**src/rtl/aim_pkg.sv**
```systemverilog
// ---------------------------------------------------------------------------
// aim_pkg
// Shared definitions for the AI-core command scheduler:
//   aim_state_e      - scheduler FSM states
//   AIM_TIMEOUT_DEF  - default number of cycles the core gets to answer
//   aim_sat_inc8     - saturating 8-bit increment used by event counters
// ---------------------------------------------------------------------------
package aim_pkg;

  typedef enum logic [1:0] {
    IDLE  = 2'd0,
    ISSUE = 2'd1,
    WAIT  = 2'd2,
    RESP  = 2'd3
  } aim_state_e;

  localparam int AIM_TIMEOUT_DEF = 1024;

  function automatic logic [7:0] aim_sat_inc8(input logic [7:0] v);
    return (v == 8'hFF) ? v : v + 8'd1;
  endfunction

endpackage

```
**src/rtl/aim_rr_arbiter.sv**
```systemverilog
// ---------------------------------------------------------------------------
// aim_rr_arbiter
// Combinational round-robin grant: searches i_req starting at index i_ptr,
// moving upward and wrapping, and grants the first asserted request.
// Ports:
//   i_req   [NUM_REQ-1:0]          request vector
//   i_ptr   [$clog2(NUM_REQ)-1:0]  highest-priority index this cycle
//   o_grant [NUM_REQ-1:0]          one-hot grant (all zero when no request)
// ---------------------------------------------------------------------------
module aim_rr_arbiter #(
  parameter int NUM_REQ = 2
) (
  input  logic [NUM_REQ-1:0]         i_req,
  input  logic [$clog2(NUM_REQ)-1:0] i_ptr,
  output logic [NUM_REQ-1:0]         o_grant
);

  logic w_found;

  // k is the search distance from i_ptr; only index i matching that
  // distance is considered, so all selects stay constant-indexed.
  always_comb begin
    o_grant = '0;
    w_found = 1'b0;
    for (int k = 0; k < NUM_REQ; k++) begin
      for (int i = 0; i < NUM_REQ; i++) begin
        if (!w_found && (i == ((int'(i_ptr) + k) % NUM_REQ)) && i_req[i]) begin
          o_grant[i] = 1'b1;
          w_found    = 1'b1;
        end
      end
    end
  end

endmodule

```
**src/rtl/aim_cmd_scheduler.sv**
```systemverilog
// ---------------------------------------------------------------------------
// aim_cmd_scheduler
// Accepts commands from NUM_REQ requesters (round-robin), launches the AI
// core with one start pulse, waits for its result or a timeout, and returns
// a single tagged response. One command is in flight at a time.
// Ports:
//   clk, reset                 clock / asynchronous active-high reset
//   req_valid/req_ready        per-requester command handshake
//   req_instr/req_data         per-requester 32-bit words, packed 32*i
//   core_start                 one-cycle launch pulse
//   core_instr/core_data       latched command for the core
//   core_result(_valid)        core answer and strobe
//   rsp_valid/rsp_ready        response handshake
//   rsp_id/rsp_result/rsp_err  owner index, result (0 on timeout), timeout flag
//   busy                       high whenever not IDLE
//   timeout_count              saturating number of timeouts
// ---------------------------------------------------------------------------
module aim_cmd_scheduler
  import aim_pkg::*;
#(
  parameter int NUM_REQ = 2,
  parameter int TIMEOUT = AIM_TIMEOUT_DEF
) (
  input  logic                       clk,
  input  logic                       reset,
  input  logic [NUM_REQ-1:0]         req_valid,
  output logic [NUM_REQ-1:0]         req_ready,
  input  logic [NUM_REQ*32-1:0]      req_instr,
  input  logic [NUM_REQ*32-1:0]      req_data,
  output logic                       core_start,
  output logic [31:0]                core_instr,
  output logic [31:0]                core_data,
  input  logic [31:0]                core_result,
  input  logic                       core_result_valid,
  output logic                       rsp_valid,
  input  logic                       rsp_ready,
  output logic [$clog2(NUM_REQ)-1:0] rsp_id,
  output logic [31:0]                rsp_result,
  output logic                       rsp_err,
  output logic                       busy,
  output logic [7:0]                 timeout_count
);

  localparam int IW = $clog2(NUM_REQ);
  localparam int CW = $clog2(TIMEOUT) + 1;

  aim_state_e      r_state;
  logic [IW-1:0]   r_rr_ptr;
  logic [IW-1:0]   r_owner;
  logic [CW-1:0]   r_tmo_cnt;
  logic            r_core_start;
  logic [31:0]     r_core_instr;
  logic [31:0]     r_core_data;
  logic            r_rsp_valid;
  logic [IW-1:0]   r_rsp_id;
  logic [31:0]     r_rsp_result;
  logic            r_rsp_err;
  logic [7:0]      r_tmo_total;

  logic [NUM_REQ-1:0] w_grant;
  logic [NUM_REQ-1:0] w_req_ready;
  logic               w_hs;
  logic [IW-1:0]      w_gidx;
  logic [IW-1:0]      w_next_ptr;
  logic [31:0]        w_instr;
  logic [31:0]        w_data;

  aim_rr_arbiter #(.NUM_REQ(NUM_REQ)) u_arb (
    .i_req   (req_valid),
    .i_ptr   (r_rr_ptr),
    .o_grant (w_grant)
  );

  // Grant is only offered while IDLE; everyone else stalls.
  assign w_req_ready = (r_state == IDLE) ? w_grant : '0;
  assign w_hs        = |(req_valid & w_req_ready);

  // Decode the one-hot grant into an index and select that requester's words.
  always_comb begin
    w_gidx  = '0;
    w_instr = '0;
    w_data  = '0;
    for (int i = 0; i < NUM_REQ; i++) begin
      if (w_grant[i]) begin
        w_gidx  = IW'(i);
        w_instr = req_instr[32*i +: 32];
        w_data  = req_data[32*i +: 32];
      end
    end
  end

  assign w_next_ptr = (w_gidx == IW'(NUM_REQ - 1)) ? '0 : w_gidx + 1'b1;

  always_ff @(posedge clk or posedge reset) begin
    if (reset) begin
      r_state      <= IDLE;
      r_rr_ptr     <= '0;
      r_owner      <= '0;
      r_tmo_cnt    <= '0;
      r_core_start <= 1'b0;
      r_core_instr <= '0;
      r_core_data  <= '0;
      r_rsp_valid  <= 1'b0;
      r_rsp_id     <= '0;
      r_rsp_result <= '0;
      r_rsp_err    <= 1'b0;
      r_tmo_total  <= '0;
    end else begin
      case (r_state)
        IDLE: begin
          if (w_hs) begin
            r_core_instr <= w_instr;
            r_core_data  <= w_data;
            r_owner      <= w_gidx;
            r_rr_ptr     <= w_next_ptr;
            r_core_start <= 1'b1;
            r_state      <= ISSUE;
          end
        end
        ISSUE: begin
          r_core_start <= 1'b0;
          r_tmo_cnt    <= '0;
          r_state      <= WAIT;
        end
        WAIT: begin
          // A result arriving in the timeout cycle wins over the timeout.
          if (core_result_valid) begin
            r_rsp_result <= core_result;
            r_rsp_err    <= 1'b0;
            r_rsp_id     <= r_owner;
            r_rsp_valid  <= 1'b1;
            r_state      <= RESP;
          end else if (r_tmo_cnt == CW'(TIMEOUT - 1)) begin
            r_rsp_result <= '0;
            r_rsp_err    <= 1'b1;
            r_rsp_id     <= r_owner;
            r_rsp_valid  <= 1'b1;
            r_tmo_total  <= aim_sat_inc8(r_tmo_total);
            r_state      <= RESP;
          end else begin
            r_tmo_cnt <= r_tmo_cnt + 1'b1;
          end
        end
        RESP: begin
          if (rsp_ready) begin
            r_rsp_valid <= 1'b0;
            r_state     <= IDLE;
          end
        end
        default: r_state <= IDLE;
      endcase
    end
  end

  assign req_ready     = w_req_ready;
  assign core_start    = r_core_start;
  assign core_instr    = r_core_instr;
  assign core_data     = r_core_data;
  assign rsp_valid     = r_rsp_valid;
  assign rsp_id        = r_rsp_id;
  assign rsp_result    = r_rsp_result;
  assign rsp_err       = r_rsp_err;
  assign busy          = (r_state != IDLE);
  assign timeout_count = r_tmo_total;

endmodule
```
**config.mk**
```make
export PLATFORM = sky130hd
export DESIGN_NAME = aim_cmd_scheduler
export DESIGN_NICKNAME = d
export VERILOG_FILES = /design/src/rtl/aim_pkg.sv /design/src/rtl/aim_rr_arbiter.sv /design/src/rtl/aim_cmd_scheduler.sv
export SDC_FILE = /design/constraint.sdc
export NUM_CORES = 1
export LEC_CHECK = 0
export ABC_AREA = 1
export CAP_MARGIN = 20
export CORE_MARGIN = 1.5
export CORE_UTILIZATION = 42
export CTS_CLUSTER_SIZE = 8
export DETAILED_ROUTE_END_ITERATION = 10
export PLACE_DENSITY = 0.82
export REMOVE_ABC_BUFFERS = 1
export SLEW_MARGIN = 20
export SYNTH_ARGS = -nofsm -noshare
export SYNTH_HDL_FRONTEND = slang
export SYNTH_SLANG_ARGS = --single-unit
```
**constraint.sdc**
```tcl
create_clock -name clk -period 5.3 [get_ports clk]
set_clock_uncertainty 0.2 [all_clocks]
set_input_delay 1.06 -clock clk [delete_from_list [all_inputs] [get_ports clk]]
set_output_delay 1.06 -clock clk [all_outputs]
set_load 0.05 [all_outputs]
```
After elaboration in Yosys (flattened, before gate mapping)
Index checks and enable logic that the tools add are counted.

Flip-flop bits (word level): 123. Input bits: 166. Output and inout bits: 111. Logic and storage cells: 89.

Add/sub/neg operators: 4. Equality and inequality tests: 11. Mux-type cells: 32. Bitwise gates (word level): 4. Reduce and logical (&&, ||, !) cells: 26.

Operators with widths (count): 32-bit two-way mux (6); 32-bit zero test (2); 11-bit two-way mux (2); 11-bit one-hot mux with 2 select lines (1); 1-bit two-way mux (15); 11-bit by 1-bit adder with 11-bit output (second input constant) (1); 11-bit by 10-bit == test with 1-bit output (second input constant) (1); 2-bit two-way mux (5); 2-bit nonzero test (5); 3-bit AND reduction (3); 8-bit by 1-bit adder with 8-bit output (second input constant) (1); 8-bit == test (second input constant) (1); 2-bit != test (second input constant) (4); 2-bit one-hot mux with 4 select lines (1); 1-bit logical AND (7); 2-bit AND reduction (3); 2-bit == test (second input constant) (2); 1-bit one-hot mux with 2 select lines (2); 4-bit AND reduction (1); 1-bit zero test (3); 3-bit != test (second input constant) (1); 1-bit adder (second input constant) (2); 2-bit bitwise AND (1); 2-bit by 1-bit == test with 1-bit output (second input constant) (1); 5 further kinds (6).

Longest topological paths before layout
Word-level depth: 20. Mapped depth: 10. Gate-level depth less buffers: 9.

Cells and area by module
Synthesis repeated with hierarchy kept, for this count alone.

Cell total of the unflattened synthesis: 717. Area, all modules: 5806.8 um^2.

Modules (own cells, without submodules): aim_cmd_scheduler (times used 1, cells each 712, area each 5786.8 um^2, seq. area each 3078.0 um^2); aim_rr_arbiter (times used 1, cells each 5, area each 20.0 um^2, seq. area each 0.0 um^2).

Worst setup path before layout
No wires, ideal clock.

Path type: input to output. From: input req_valid[1]. To: output req_ready[0]. Data arrival time: 1.561 ns. Required time: 4.040 ns. Slack: 2.479 ns. Stages on the path: 3. Buffers on the path: 0. Path through: nand2_1 > nand3_1 > inv_1.

Cells in the longest elaborated chain, start to end: 7.

Ends and longest elaborated chain: start, declared (line aim_cmd_scheduler.sv:26) `input logic [NUM_REQ-1:0] req_valid,`; 1-bit logical AND (line aim_rr_arbiter.sv:27) `if (!w_found && (i == ((int'(i_ptr) + k) % NUM_REQ)) && i_req[i]) begin`; 1-bit two-way mux (line aim_rr_arbiter.sv:27); 1-bit zero test (line aim_rr_arbiter.sv:27); 1-bit logical AND (2 in a row) (line aim_rr_arbiter.sv:27); 1-bit two-way mux (line aim_rr_arbiter.sv:27); 2-bit two-way mux (line aim_cmd_scheduler.sv:75) `assign w_req_ready = (r_state == IDLE) ? w_grant : '0;`; end, declared (line aim_cmd_scheduler.sv:27) `output logic [NUM_REQ-1:0] req_ready,`.

No other way between the ends.

Worst setup path in the final report
From: input req_valid[0]. To: output req_ready[0].

Cells in the longest elaborated chain, start to end: 11.

Ends and longest elaborated chain (line): 1-bit logical AND (aim_rr_arbiter.sv:27); 1-bit two-way mux (aim_rr_arbiter.sv:27); 1-bit zero test (aim_rr_arbiter.sv:27); 1-bit logical AND (2 in a row) (aim_rr_arbiter.sv:27); 1-bit two-way mux (aim_rr_arbiter.sv:27); 1-bit zero test (aim_rr_arbiter.sv:27); 1-bit logical AND (2 in a row) (aim_rr_arbiter.sv:27); 1-bit two-way mux (*) (aim_rr_arbiter.sv:27); 2-bit two-way mux (*) (aim_cmd_scheduler.sv:75).

Every way passes the cells marked *; elsewhere a longest branch is shown, timed or not.

==> qor.tcl <==
set qor(status) {completed}
set qor(totalNegativeSetupSlack_ps) 0
set qor(final.hold.worst_slack_ps) 268
set qor(count_of_placed_standard_cells_in_the_final_layout_fillers_left_out) 1159
set qor(post-place-ws_ps) 1680
set qor(critPathMaxFanout) 5
set qor(final_nets) 1139
set qor(endpoint_kind) {primary output}
set qor(route.vias.total) 6062
set qor(detail-route-antenna-nets) 0
set qor(finalSetupViolCount) 0
set qor(finalCriticalPeriod_ps) 3630
set qor(route.detailed.wl_per_inst_um) 16.3
set qor(cts_max_path_buffers) 2
set qor(period_share_pct) 68.5
set qor(count_of_warnings_emitted_by_yosys) 0
set qor(count_of_h_tree_levels_built_during_cts) 4
set qor(cts.sinks) 123
set qor(gr_overflow_total) 0
set qor(core-area_um2) 13800
set qor(tritoncts) {done}
set qor(post_cts.resized_instances) 0
set qor(tightest_slew_ps) 883
set qor(flow.area_growth_from_synthesis_pct) 58.5
set qor(setup_slack_ps) 1670
set qor(post_synth_xor_area_fraction_pct) 0.891
set qor(routabilityCongestion) 0.872
set qor(routed_via_density) 5.23
set qor(rows) 43
set qor(syn-cell-area_um2) 5900
set qor(synth_cell_count_leaders) {nand2_1 (162), nand3_1 (154), dfrtp_1 (123)}
set qor(finalWirelength_um) 18900
set qor(grt_setup_unrepaired) {false}
set qor(place.detailed.hpwl_um) 13100
set qor(most_common_cell_in_the_synthesized_netlist) {nand2_1}
set qor(cts-root-buf) {clkbuf_16}
set qor(max_cap_violations) 0
set qor(slew_margin_rel_pct) 41.1
set qor(post-synth-top-area-fraction_pct) 52.2
set qor(chipHeight_um) 122
set qor(layout-drive-gt1-share_pct) 6.33
set qor(via_count_of_the_first_global_routing_pass) 5633
set qor(initial_utilization_pct) 42.8
set qor(postCtsSetupBuffers) 0
set qor(avgSynthCellArea_um2) 8.26
set qor(synth_top_family_by_area) {simple AND/OR/NAND/NOR gates}
set qor(synthAdderAreaFrac_pct) 1.48
set qor(synthArstFlopShare_pct) 100
set qor(power_per_cell_area_nw_per_um2) 654
set qor(synth_sequential_area_ratio_pct) 52.2
set qor(grt_use_total_pct) 26.0
set qor(hold_viol) 0
set qor(critPathKind) {in2out}
set qor(yosys.cell_types.count) 28
set qor(synth-compound-area-share_pct) 8.46
set qor(grt_first_pass_wirelength_um) 29600
set qor(synth_seq_cells) 123
set qor(firstDrtPassIters) 5
set qor(worst_ir_drop_vdd_mv) 0.727
set qor(maxClockFrequency_mhz) 276
set qor(grt_antenna_before_repair) 0
set qor(critPathRequiredTime_ps) 4040
set qor(fraction_of_the_mapped_netlist_area_in_simple_logic_gates_pct) 31.3
set qor(detail_route.drc_violations) 0
set qor(tritoncts.num_buffers) 17
set qor(worst_skew_late_latency_ps) 410
set qor(cts.reportedPaths.clkPinSlew_ps) 50
set qor(post_synth_main_area_contributors) {dfrtp_1 (52%), nand3_1 (13%), nand2_1 (10%)}
set qor(post_synth_inst_count) 714
set qor(leading_area_contributor_after_synthesis) {dfrtp_1}
set qor(largest_net_degree_at_the_start_of_global_routing) 92
set qor(die_area_um2) 14800
set qor(timing.critical_path.arrival_ps) 2370
set qor(ioPinCount) 277
set qor(synth_mux_area_share_pct) 0
set qor(synth-main-ff-cell) {dfrtp_1}
set qor(die_width_um) 122
set qor(cp-start-kind) {input pin}
set qor(p_leak_nw) 4.07
set qor(hold_path.class) {reg2reg}
set qor(synth-edff-count) 0
set qor(dr.first_iter.drc_count) 466
set qor(post-place-cells) 1127
set qor(ctsHoldBuffers) 0
set qor(slew_violations) 0
set qor(diodes) 0
set qor(postLayoutCoreUtil_pct) 67.9
set qor(buffer_ports.inserted) 276
per-stage QoR:
stage                     area [um^2]  power, mW
after global placement           8740       4.91
final                            9350       6.12
after floorplan                  5680       3.75
after global routing             9350       6.43
after detailed placement         8740       4.96
after CTS                        9350       6.15
final timing paths:
check | startpoint | slack [ps] | to | depth (start not counted)
setup / recovery | req_valid[0] | 1670 | req_ready[0] | 4
hold / removal | rsp_result[23]$_DFFE_PP0P_ | 270 | rsp_result[23]$_DFFE_PP0P_ | 2
setup reg to reg | r_state[1]$_DFFE_PP0P_ | 2560 | core_instr[4]$_DFFE_PP0P_ | 7
hold reg to reg | rsp_result[23]$_DFFE_PP0P_ | 270 | rsp_result[23]$_DFFE_PP0P_ | 2
max in group asynchronous | reset | 3170 | core_instr[28]$_DFFE_PP0P_ | 3
min in group asynchronous | reset | 890 | rsp_result[4]$_DFFE_PP0P_ | 2
power by group:
| part | leakage (nW) | internal [mW] | switching (mW) | total (mW) |
|---|---|---|---|---|
| combinational | 2.30 | 1.08 | 2.28 | 3.36 |
| clock | 0.284 | 0.752 | 0.430 | 1.18 |
| sequential | 1.49 | 1.35 | 0.224 | 1.58 |
kinds of logic after synthesis:
group | Yosys count
compound gates | 82
flops | 123
buf+inv | 81
fa+ha+maj | 7
simple gates | 415
xor+xnor | 6
cells in the final DEF, fill, tap and decap left out, drive strengths merged:
master	synthesis	final
a21o	2	2
xor2	4	4
nand2	167	167
clkdlybuf4s50	0	274
o21bai	1	1
nor3	1	1
nand4	5	5
clkinvlp	0	5
inv	31	31
dfrtp	123	123
a31oi	64	64
clkbuf	27	18
clkinv	0	6
xnor2	2	2
nand3	155	155
nor2	83	83
or2	3	3
buf	23	9
nand3b	1	1
bufinv	0	3
o21ai	15	15
ha	7	7
final cells by class:
class | instances | area, um^2
Fill cell | 1098 | 4420
Sequential cell | 123 | 3080
Timing Repair Buffer | 283 | 2820
Multi-Input combinational cell | 510 | 2500
Clock buffer | 18 | 439
Tap cell | 180 | 225
Clock inverter | 14 | 173
Inverter | 31 | 119
state kept, by name, indices dropped and copies added (netlist names):
| register | cells |
|---|---|
| core_data | 32 |
| core_instr | 32 |
| rsp_result | 32 |
| r_tmo_cnt | 11 |
| timeout_count | 8 |
| r_state | 2 |
| core_start | 1 |
| r_owner | 1 |
| r_rr_ptr | 1 |
| rsp_err | 1 |
| rsp_id | 1 |
| rsp_valid | 1 |
routing by layer:
| layer | global-route usage, % | share of wire (%) | vias to the layer above |
|---|---|---|---|
| met1 | 32.4 | 42 | 2848 |
| met2 | 41.0 | 47 | 245 |
| li1 | - | - | 2914 |
| met3 | 7.02 | 7.2 | 55 |
| met5 | 0 | 0 | - |
| met4 | 14.3 | 4.5 | 0 |
worst max-delay path, cell delays in order:
cell and delay (ps):
buf_2 170, nand3_1 210, inv_1 130, clkdlybuf4s50_1 810
(Power assumes the default switching activity.)
